===== src/rtl/ddma_send_scheduler.sv =====
// ddma_send_scheduler: queues CPU-written DMA send descriptors and issues them
// one at a time, in FIFO order, to the DDMA send engine.
//
// Ports:
//   clock, reset            clock; synchronous active-low reset
//   push_valid_in           descriptor write strobe (dest/addr/size below)
//   push_dest_in/_addr_in/_size_in  descriptor fields
//   push_ready_out          1 while the queue has a free slot (from count)
//   flush_in                drop every queued, not-yet-issued descriptor
//   ddma_send_dest/addr/size_out    descriptor presented to the engine
//   ddma_send_cmd_out       start command, held until the engine goes busy
//   ddma_send_busy_in       engine busy
//   count_out               descriptors currently queued
//   done_count_out          completed descriptors since reset (wrapping)
//   irq_done_out            sticky completion interrupt, cleared by irq_ack_in
//   irq_ack_in              interrupt acknowledge
//   timeout_err_out         sticky: engine never went busy after a command
module ddma_send_scheduler #(
  parameter int unsigned DEPTH          = 4,
  parameter int unsigned DEST_WIDTH     = 16,
  parameter int unsigned TIMEOUT_CYCLES = 1024
) (
  input  logic                          clock,
  input  logic                          reset,
  input  logic                          push_valid_in,
  input  logic [DEST_WIDTH-1:0]         push_dest_in,
  input  logic [31:0]                   push_addr_in,
  input  logic [31:0]                   push_size_in,
  output logic                          push_ready_out,
  input  logic                          flush_in,
  output logic [DEST_WIDTH-1:0]         ddma_send_dest_out,
  output logic [31:0]                   ddma_send_addr_out,
  output logic [31:0]                   ddma_send_size_out,
  output logic                          ddma_send_cmd_out,
  input  logic                          ddma_send_busy_in,
  output logic [$clog2(DEPTH+1)-1:0]    count_out,
  output logic [31:0]                   done_count_out,
  output logic                          irq_done_out,
  input  logic                          irq_ack_in,
  output logic                          timeout_err_out
);

  localparam int unsigned CW = $clog2(DEPTH + 1);
  localparam int unsigned PW = $clog2(DEPTH);
  localparam int unsigned WW = $clog2(TIMEOUT_CYCLES + 1);

  localparam logic [1:0] S_IDLE  = 2'd0;
  localparam logic [1:0] S_ISSUE = 2'd1;
  localparam logic [1:0] S_RUN   = 2'd2;
  localparam logic [1:0] S_DONE  = 2'd3;

  typedef struct packed {
    logic [DEST_WIDTH-1:0] dest;
    logic [31:0]           addr;
    logic [31:0]           size;
  } desc_t;

  desc_t                 mem_q [DEPTH];
  logic [1:0]            state_q, state_d;
  logic [PW-1:0]         wr_ptr_q, wr_ptr_d;
  logic [PW-1:0]         rd_ptr_q, rd_ptr_d;
  logic [CW-1:0]         count_q, count_d;
  desc_t                 out_q, out_d;
  logic                  cmd_q, cmd_d;
  logic [WW-1:0]         wait_q, wait_d;
  logic [31:0]           done_q, done_d;
  logic                  irq_q, irq_d;
  logic                  tmo_q, tmo_d;
  logic                  push_acc;
  logic                  pop;
  desc_t                 head;
  desc_t                 push_desc;

  assign push_ready_out = (count_q != CW'(DEPTH));
  assign head           = mem_q[rd_ptr_q];
  assign push_desc      = '{dest: push_dest_in, addr: push_addr_in, size: push_size_in};

  // Next-state: issue FSM, FIFO pointers/count, counters and sticky flags
  always_comb begin
    state_d  = state_q;
    wr_ptr_d = wr_ptr_q;
    rd_ptr_d = rd_ptr_q;
    count_d  = count_q;
    out_d    = out_q;
    cmd_d    = cmd_q;
    wait_d   = wait_q;
    done_d   = done_q;
    irq_d    = irq_q;
    tmo_d    = tmo_q;
    pop      = 1'b0;
    // a flush in the same cycle wins over a push
    push_acc = push_valid_in && push_ready_out && !flush_in;

    case (state_q)
      S_IDLE: begin
        if ((count_q != '0) && !ddma_send_busy_in && !flush_in) begin
          pop    = 1'b1;
          out_d  = head;
          wait_d = '0;
          // zero-byte transfers complete without involving the engine
          if (head.size == 32'd0) begin
            state_d = S_DONE;
          end else begin
            state_d = S_ISSUE;
            cmd_d   = 1'b1;
          end
        end
      end
      S_ISSUE: begin
        if (ddma_send_busy_in) begin
          cmd_d   = 1'b0;
          state_d = S_RUN;
        end else if (wait_q == WW'(TIMEOUT_CYCLES - 1)) begin
          cmd_d   = 1'b0;
          tmo_d   = 1'b1;
          state_d = S_IDLE;
        end else begin
          wait_d = wait_q + WW'(1);
        end
      end
      S_RUN: begin
        if (!ddma_send_busy_in) begin
          state_d = S_DONE;
        end
      end
      default: begin
        done_d  = done_q + 32'd1;
        state_d = S_IDLE;
      end
    endcase

    // completion set takes priority over a coincident acknowledge
    if (irq_ack_in) begin
      irq_d = 1'b0;
    end
    if (state_q == S_DONE) begin
      irq_d = 1'b1;
    end

    if (flush_in) begin
      rd_ptr_d = wr_ptr_q;
      count_d  = '0;
    end else begin
      if (push_acc) begin
        wr_ptr_d = wr_ptr_q + PW'(1);
      end
      if (pop) begin
        rd_ptr_d = rd_ptr_q + PW'(1);
      end
      count_d = count_q + CW'(push_acc) - CW'(pop);
    end
  end

  // State and storage registers
  always_ff @(posedge clock) begin
    if (!reset) begin
      state_q  <= S_IDLE;
      wr_ptr_q <= '0;
      rd_ptr_q <= '0;
      count_q  <= '0;
      out_q    <= '0;
      cmd_q    <= 1'b0;
      wait_q   <= '0;
      done_q   <= '0;
      irq_q    <= 1'b0;
      tmo_q    <= 1'b0;
      for (int i = 0; i < int'(DEPTH); i++) begin
        mem_q[i] <= '0;
      end
    end else begin
      state_q  <= state_d;
      wr_ptr_q <= wr_ptr_d;
      rd_ptr_q <= rd_ptr_d;
      count_q  <= count_d;
      out_q    <= out_d;
      cmd_q    <= cmd_d;
      wait_q   <= wait_d;
      done_q   <= done_d;
      irq_q    <= irq_d;
      tmo_q    <= tmo_d;
      if (push_acc) begin
        mem_q[wr_ptr_q] <= push_desc;
      end
    end
  end

  assign ddma_send_dest_out = out_q.dest;
  assign ddma_send_addr_out = out_q.addr;
  assign ddma_send_size_out = out_q.size;
  assign ddma_send_cmd_out  = cmd_q;
  assign count_out          = count_q;
  assign done_count_out     = done_q;
  assign irq_done_out       = irq_q;
  assign timeout_err_out    = tmo_q;

endmodule


===== config.mk =====
export PLATFORM = sky130hd
export DESIGN_NAME = ddma_send_scheduler
export DESIGN_NICKNAME = d
export VERILOG_FILES = /design/src/rtl/ddma_send_scheduler.sv
export SDC_FILE = /design/constraint.sdc
export NUM_CORES = 1
export LEC_CHECK = 0
export CAP_MARGIN = 20
export CORE_ASPECT_RATIO = 0.5
export CORE_MARGIN = 2
export CORE_UTILIZATION = 50
export CTS_CLUSTER_DIAMETER = 200
export CTS_CLUSTER_SIZE = 40
export DETAILED_ROUTE_END_ITERATION = 10
export PLACE_DENSITY = 0.81
export SLEW_MARGIN = 20
export SYNTH_ARGS = -nofsm -noshare
export SYNTH_HDL_FRONTEND = slang
export SYNTH_SLANG_ARGS = --single-unit

===== constraint.sdc =====
create_clock -name clock -period 10.9 [get_ports clock]
set_input_delay 2.725 -clock clock [delete_from_list [all_inputs] [get_ports clock]]
set_output_delay 2.725 -clock clock [all_outputs]
set_load 0.01 [all_outputs]

==> impl_metrics.env <==
export IMPL_status="complete, no violations"
export IMPL_drt_iter0_drc=976
export IMPL_yosysUniqueCellTypes=49
export IMPL_die_area_um2=40200
export IMPL_syn_nets=1531
export IMPL_crit_slowest_cell="buf_4"
export IMPL_ys_warnings_count=0
export IMPL_p_int_mw=2.29
export IMPL_critPathKind="in -> reg"
export IMPL_ys_ff_latch=457
export IMPL_critPathBufInv=5
export IMPL_finalHoldViolCount=0
export IMPL_top_usage_layer="met2"
export IMPL_relSlewSlack_pct=28.2
export IMPL_cp_startpoint="flush_in"
export IMPL_postLayoutCellArea_um2=22100
export IMPL_grt_first_pass_wirelength_mm=65.8
export IMPL_clk_latency_ps=540
export IMPL_die_height_um=143
export IMPL_ctsHoldBuffers=0
export IMPL_cts_root_buffer="clkbuf_16"
export IMPL_r2r_end="mem_q[1][24]$_SDFFCE_PN0P_"
export IMPL_pwr_share_clk_pct=26.2
export IMPL_pwr_share_comb_pct=7.5
export IMPL_dr_pass1_iters=5
export IMPL_crit_path_max_incr_delay_ps=810
export IMPL_rsz0062_at_grt="false"
export IMPL_syn_avg_cell_area_um2=13.4
export IMPL_fin_tns_setup_ps=0
export IMPL_dpl_cell_area_um2=21600
export IMPL_synth_edf_count=320
export IMPL_cp_endpoint="mem_q[1][24]$_SDFFCE_PN0P_"
export IMPL_cts_clk_slew_worst_paths_ps=140
export IMPL_numCtsBuffers=15
export IMPL_power_frac_seq_pct=66.3
export IMPL_cts_tree="done"
export IMPL_required_ps=11050
export IMPL_ctsResizeCount=0
export IMPL_clock_skew_ps=24.3
export IMPL_reg2reg_depth=8
export IMPL_fmaxAchievable_ghz=0.149
export IMPL_slew_viol_final=0
export IMPL_r2r_slack_ps=6320
export IMPL_drv_cap=0
export IMPL_met3_usage_pct=2.49
export IMPL_critPathCaptureType="flop"
export IMPL_start_util_pct=51.1
export IMPL_cts_setup_buffers=0
export IMPL_routed_wl_mm=42.5
export IMPL_clkSinkCount=457
export IMPL_switching_share_pct=22.0
export IMPL_async_flop_share_pct=0
export IMPL_met1_usage_pct=26.9
export IMPL_nNetsFinal=1669
export IMPL_worstHoldStart="wait_q[10]$_SDFFE_PN0P_"
export IMPL_synth_ff_type="edfxtp_1"
export IMPL_dp_cells=2080
export IMPL_vias_per_cell=5.53
export IMPL_grt_pass1_vias=11787
export IMPL_setup_viol=0
export IMPL_io_pins=205
export IMPL_hpwl_mm=24.4
export IMPL_drtAntennaViolNets=0
export IMPL_wl_per_cell_um=20.2
export IMPL_crit_arrival_ps=6870
export IMPL_die_w_um=281
export IMPL_grt_usage_pct=21.1
export IMPL_power_leakage_nw=7.92
export IMPL_min_period_over_period_pct=61.7
export IMPL_drc_errors=0
export IMPL_crit_cells=9
export IMPL_use_met2_pct=38.1
export IMPL_power_switching_mw=0.646
export IMPL_path_max_fanout=85
export IMPL_period_minus_slack_ps=6720
export IMPL_grt_max_degree=87
export IMPL_fin_util_pct=58.7
export IMPL_h_tree_depth=1
export IMPL_core_region_area_um2=37700
export IMPL_postSynthCellCount=1440
export IMPL_crit_family="buffers and inverters"
export IMPL_crit_top_cell="buf_4"
export IMPL_min_path_type="reg -> reg"
export IMPL_tightest_slew_ps=1080
export IMPL_ys_seq_area_share_pct=64.2
export IMPL_vias=11671
export IMPL_syn_area_um2=19200
export IMPL_clockBufferDepth=3
export IMPL_r2r_start="count_out[1]$_SDFF_PP0_"
export IMPL_ir_drop_uv=101
export IMPL_place_gp_congestion=0.783
export IMPL_critPathLaunchType="primary input"
export IMPL_fin_cells=2110
export IMPL_rows=50
export IMPL_portBuffers=204
export IMPL_path_cells="clkdlybuf4s50_1, inv_1, and3_2, buf_4, nand2_1, nor3b_4, buf_4, nand2b_4, buf_4"
export IMPL_pwr_density_cell_nw_per_um2=133
export IMPL_antenna_found_initial=4
export IMPL_synthToLayoutAreaGrowth_pct=14.9
export IMPL_grt_overflow_total=0
export IMPL_drive_gt1_share_pct=6.56
==> cell type report <==
type                    instances  area, um2
well taps                     520        651
diodes                          4       10.0
flip-flops and latches        457      12400
clock buffers                  24        409
fillers                      2911      15600
repair buffers                220       2180
multi-input cells             874       6430
inverters                      10       40.0
clock inverters                 1       30.0
==> cells in the mapped netlist (2+ instances only) <==
cell	count	area share, %
clkbuf_1	75	1.5
or3_1	4	0.13
a21oi_1	90	2.3
inv_1	9	0.18
clkbuf_8	5	0.36
nor3_1	4	0.10
o21ai_0	7	0.18
mux4_2	51	6.0
buf_1	5	0.098
and3_1	90	2.9
and4_1	6	0.27
ha_1	4	0.26
xor2_1	28	1.3
nand2b_1	6	0.20
nand3b_1	2	0.078
or4_1	2	0.078
xnor2_1	8	0.36
nor4_1	8	0.26
nor2_1	51	0.99
nand3_1	12	0.31
dfxtp_1	137	14
mux2i_1	2	0.10
nor4_4	2	0.22
buf_8	2	0.16
buf_6	3	0.18
nand2_1	186	3.6
nand4_2	2	0.13
mux4_1	29	4.0
and2_1	245	8.0
buf_2	8	0.21
nand4_1	19	0.62
edfxtp_1	320	50
o211ai_1	2	0.078
==> registers in the layout (all words and copies together), names as in the netlist, named ones only <==
signal,cells
ddma_send_size_out,32
wr_ptr_q,2
count_out,3
irq_done_out,1
ddma_send_addr_out,32
done_count_out,32
mem_q,320
rd_ptr_q,2
ddma_send_cmd_out,1
wait_q,11
timeout_err_out,1
state_q,2
ddma_send_dest_out,16
==> through the flow <==
stage | power [mW] | worst slack (ps) | hold slack [ps]
floorplan | 2.11 | 1250 | 404
global placement | 2.20 | 3730 | 412
detailed placement | 2.21 | 3680 | 416
CTS | 2.95 | 4200 | 436
global route | 3.02 | 3960 | 480
finish | 2.94 | 4180 | 442
==> kinds of logic after synthesis <==
group           synth area share, %
flops                          64.2
buf+inv                        2.69
xor+xnor                       1.64
fa+ha+maj                     0.364
compound gates                 2.87
mux                            10.0
simple gates                   18.2
==> how the worst min path moves through the flow <==
stage               slack [ps]  depth (start not counted)                                  end
floorplan                  400                          2              wait_q[10]$_SDFFE_PN0P_
global placement           410                          2              wait_q[10]$_SDFFE_PN0P_
detailed placement         420                          2              wait_q[10]$_SDFFE_PN0P_
CTS                        440                          2              wait_q[10]$_SDFFE_PN0P_
global route               480                          2  ddma_send_addr_out[19]$_SDFFE_PN0P_
finish                     440                          2              wait_q[10]$_SDFFE_PN0P_
==> power by group through the flow <==
stage / clock network, mW / logic, mW / registers [mW]
final: 0.769 / 0.221 / 1.95
after CTS: 0.777 / 0.220 / 1.95
after detailed placement: 0 / 0.219 / 1.99
after global routing: 0.828 / 0.237 / 1.95
after global placement: 0 / 0.216 / 1.98
after floorplan: 0 / 0.132 / 1.98
==> cell usage in the layout, fill, tap and decap left out, types with 6 or more instances in the layout <==
cell type,instances
xnor2_1,8
nand4_1,19
nand3_1,12
a21oi_1,90
mux4_1,29
nor4_1,8
clkbuf_16,15
and3_1,89
clkbuf_1,9
nand2_1,184
mux4_2,51
buf_4,15
and2_1,245
and4_1,6
o21ai_0,6
dfxtp_1,135
clkdlybuf4s50_1,203
edfxtp_1,320
xor2_1,28
nor2_1,50
inv_1,8
==> tightest hold or removal path: stages (launching register included) <==
cell and delay [ps]:
dfxtp_1 340, nand2_1 50, nor2_1 30
==> layer usage <==
layer,wire length [um],vias to the layer above,part of all wire (%)
li1,-,5451,-
met1,17400,5888,41
met2,22400,276,53
met3,1730,56,4.1
met4,1040,0,2.5
met5,0,-,0
Power figures use the tool's default switching activity.
==> variant 1, RTL diff (same settings) <==
Make the reset (`reset`) asynchronous in one clocked block. Comments in the files are not updated.
--- a/src/rtl/ddma_send_scheduler.sv
+++ b/src/rtl/ddma_send_scheduler.sv
@@ -152,7 +152,7 @@
   end
 
   // State and storage registers
-  always_ff @(posedge clock) begin
+  always_ff @(posedge clock or negedge reset) begin
     if (!reset) begin
       state_q  <= S_IDLE;
       wr_ptr_q <= '0;
Formal check against the unedited RTL: differs if reset is asserted again (counterexample within 4 cycles, from zero or initial values and one cycle with reset low); with reset held inactive, the same outputs for 4 cycles.
==> variant 1 against the unedited design <==
Wire length is 3.2% lower; utilization is 0.27 points higher; die area is 0.93% higher; area after synthesis increased by 0.95%; final cell count fell by 3.1%; critical path depth up 2; design area rose by 0.96%; synthesized cell count decreased by 5.6%; sequential cell count shrank 2; worst setup slack improved by 1.7 ns; largest cell class unchanged.
Power is not compared: it rests on default switching activity, and its combinational part moved more than twofold at a synthesized area within 25%.
==> variant 1: results (changes against the unedited design) <==
status: "finished, final reports clean"
peakVddDrop_mv: 0.122
cpPeakStageDelay_ns: 0.52  # -0.29 ns
hold_end: "done_count_out[31]$_DFFE_PN0N_"
p_leak_nw: 9.91
netlist_instances: 1360  # -5.6%
cts_buffers: 15  # unchanged
syn_nets: 1455  # -5.0%
netlist_top_cells_area: "dfrtp_1, mux2_1, mux4_2"
fillers: 2853  # -2.0%
route.final.wire_length_mm: 41.2  # -3.2%
gp_congestion: 0.782  # about the same
r2r_cells: 6  # -2
endpoint: "count_out[2]$_DFF_PN0_"
drt_first_pass_iters: 4  # -1
yosys_most_used_dff: "dfrtp_1"
nNetsFinal: 1614  # -3.3%
grt_pass1_vias: 12600  # +7.0%
max_slew.worst_pin.slew_ns: 1.09  # +0.0147 ns
min_path_cells: 1  # -1
regMostFlops: "mem_q"
cts_htree_levels: 1  # unchanged
synth_xor_xnor_area_share: 0.0189  # +0.00255
hold_class: "reg2reg"
arrival_ns: 5.51  # -1.36 ns
cts_resized: 0  # unchanged
num_vias: 11300  # -3.3%
worstSetupStartpoint: "ddma_send_busy_in"
rr_endpoint: "ddma_send_cmd_out$_DFFE_PN0P_"
ys_types: 46  # -6.1%
synthMuxAreaShare: 0.282  # +0.181
synth_fa_ha_area_frac: 0.00618  # +0.00254
port_buffers: 204  # unchanged
ys_seq_area_frac: 0.586  # -0.0558
dp_hpwl_mm: 26.4  # +8.2%
synth_compound_area_frac: 0.00728  # -0.0215
synth_common_cells: "dfrtp_1, mux2_1, nand2_1"
ys_async_sr_fraction: 1.00  # +1.00
grt_pass1_wl_mm: 67.1  # +2.0%
rrSetupSlack_ns: 7.54  # +1.22 ns
fin_worst_skew_ns: 0.0268  # +0.00252 ns
grt_use_total: 0.210  # -0.000693
grt_start_max_net_pins: 173  # +99%
synth_top_area_frac: 0.586  # +0.0868
hold_slack_ns: 0.490  # +0.0482 ns
slowest_stage: "nor3_1"
place_ws_ns: 4.92  # +1.25 ns
r2r_start: "rd_ptr_q[0]$_DFFE_PN0P_"
finalCritPeriodShare: 0.465  # -0.152
cp_top_family: "simple AND/OR/NAND/NOR gates"
hp-start: "done_count_out[31]$_DFFE_PN0N_"
drt_iter0_drc: 640  # -34%
layoutNonFillerInstCount: 2044  # -3.1%
drive_gt1_frac: 0.0743  # +0.00877
crit_path_max_fanout: 85  # unchanged
## variant 1: metal layers
metal  GRT usage  up-vias  share of wire
met4      0.0618        0          0.027
li1            -     5087              -
met5           0        -              0
met3      0.0260       58          0.027
met1       0.259     5991           0.42
met2       0.389      155           0.53
## variant 1: layout make-up
cell class	instances	area (um2)	share of cell area
flip-flops and latches	455	11400	0.511
repair buffers	215	2150	0.0963
well taps	520	651	0.0292
diodes	4	10.0	0.000449
clock buffers	16	379	0.0170
inverters	11	42.5	0.00191
clock inverters	2	38.8	0.00174
multi-input cells	821	7650	0.343
## variant 1: where the power goes
| part | total [mW] | leakage (nW) | internal [mW] | switching (mW) |
|---|---|---|---|---|
| clock | 0.758 | 0.202 | 0.262 | 0.496 |
| combinational | 2.07 | 4.08 | 1.20 | 0.866 |
| sequential | 2.93 | 5.62 | 2.45 | 0.478 |
| total | 5.76 | 9.91 | 3.92 | 1.84 |
==> variant 2, RTL diff (same flow settings) <==
Without the edit above. Set the parameter `TIMEOUT_CYCLES` to 512 (it was 1024).
--- a/src/rtl/ddma_send_scheduler.sv
+++ b/src/rtl/ddma_send_scheduler.sv
@@ -18,7 +18,7 @@
 module ddma_send_scheduler #(
   parameter int unsigned DEPTH          = 4,
   parameter int unsigned DEST_WIDTH     = 16,
-  parameter int unsigned TIMEOUT_CYCLES = 1024
+  parameter int unsigned TIMEOUT_CYCLES = 512
 ) (
   input  logic                          clock,
   input  logic                          reset,
Behaviour: no difference found for any inputs over 4 cycles, from zero or initial values and one cycle with reset low; that may be too few to reach the edited logic, so the function may still have changed.
==> variant 2 against the unedited design <==
Utilization grew 0.33 points; wire length decreased by 2.5%; worst setup slack gained 0.75 ns; power increased by 0.13%; clock skew is 0.0045 ns higher; clock power is 0.7% higher; critical path depth down 2; area after synthesis is 0.79% higher; sequential cell count is 1 lower; design area grew 0.89%; fmax grew 12%; die area rose by 0.77%; largest cell class unchanged.
==> variant 2: results (changes against the unedited design) <==
dp_cells: 2081  # +0.048%
route.met3.wl_mm: 1.38  # -20%
p_seq_frac: 0.661  # -0.002
nNetsFinal: 1669  # unchanged
synth_common_cells: "edfxtp_1, and2_1, nand2_1"
fillers: 2952  # +1.4%
cts_htree_levels: 1  # unchanged
gp_congestion: 0.800  # +2.2%
clock_area_frac: 0.0197  # -0.000175
power.total_mw: 2.94  # +0.13%
buffers_excl_clock: 219  # -0.45%
bufAreaShareNonClock: 0.0967  # -0.00182
place_ws_ns: 4.35  # +0.670 ns
clk-power_mw: 0.774  # +0.7%
synth_compound_area_frac: 0.0408  # +0.0121
dp_hpwl_mm: 24.7  # +0.98%
placed_cell_area_um2: 21800  # +1.0%
drive_gt1_frac: 0.0750  # +0.00946
cts_sinks: 456  # -0.22%
die_area_um2: 40500  # +0.77%
status: "finished, final reports clean"
wl_met2_mm: 21.5  # -4.0%
use_met1: 0.265  # -0.00435
arrival_ns: 6.12  # -0.75 ns
antenna_found_initial: 6  # +2
cpPeakStageDelay_ns: 0.82
syn_nets: 1529  # -0.13%
grt_pass1_vias: 11600  # -1.9%
avgSynthCellArea_um2: 13.5  # +0.93%
slowest_stage: "buf_4"
ys_types: 44  # -10%
largest_reg_flops: 320  # unchanged
diodes: 6  # +2
gr-usage-met2: 0.368  # -0.0123
synth_xor_xnor_area_share: 0.0163  # -0.000128
synthMuxAreaShare: 0.0974  # -0.00291
synth_fa_ha_area_frac: 0.00361  # -0.0000284
netlist_top_cells_area: "edfxtp_1, dfxtp_1, and2_1"
num_vias: 11500  # -1.5%
p_leak_nw: 7.94  # +0.25%
path_clk_slew_ns: 0.11  # -0.03 ns
use_met3: 0.0245  # -0.000327
route.final.wire_length_mm: 41.5  # -2.5%
cts_setup_buffers: 0  # unchanged
seq_area_um2: 12300  # -0.16%
fin_worst_skew_ns: 0.0288  # +0.00448 ns
crit_path_max_fanout: 84  # -1.2%
ys_seq_area_frac: 0.636  # -0.00604
seq_share: 0.553  # -0.00583
nNonClkInverters: 12  # +2
grt_use_total: 0.206  # -0.00457
grt_pass1_wl_mm: 64.7  # -1.7%
grt_start_max_net_pins: 98  # +13%
drt_iter0_drc: 880  # -9.8%
wire_per_inst_um: 19.6  # -2.6%
netSwitchingFraction: 0.220  # +0.000522
max_slew.worst_pin.slew_ns: 1.04  # -0.0343 ns
drt-met1-wl_mm: 17.5  # +0.82%
multi_input_area_um2: 6660  # +3.5%
peakVddDrop_mv: 0.0963  # -4.6%
[variant 2: cell count changes after synthesis, moves of 7 or more]
cell      before  now
nor2_1        51   14
nor4_1         8   15
a21oi_1       90    5
mux4_1        29   10
xnor2_1        8   23
and3_1        90   83
xor2_1        28   13
nand4_1       19   10
and2_1       245  268
mux4_2        51   70
a21boi_0       0   87
[variant 2: final timing paths]
kind                                                          start                                   to  slack (ns)  depth (start not counted)
worst max-delay path                                       flush_in           mem_q[1][28]$_SDFFCE_PN0P_        4.92                          7
worst min-delay path            ddma_send_size_out[22]$_SDFFE_PN0P_  ddma_send_size_out[22]$_SDFFE_PN0P_        0.47                          2
worst max register to register              count_out[1]$_SDFF_PP0_           mem_q[1][28]$_SDFFCE_PN0P_        7.18                          7
worst min register to register  ddma_send_size_out[22]$_SDFFE_PN0P_  ddma_send_size_out[22]$_SDFFE_PN0P_        0.47                          2
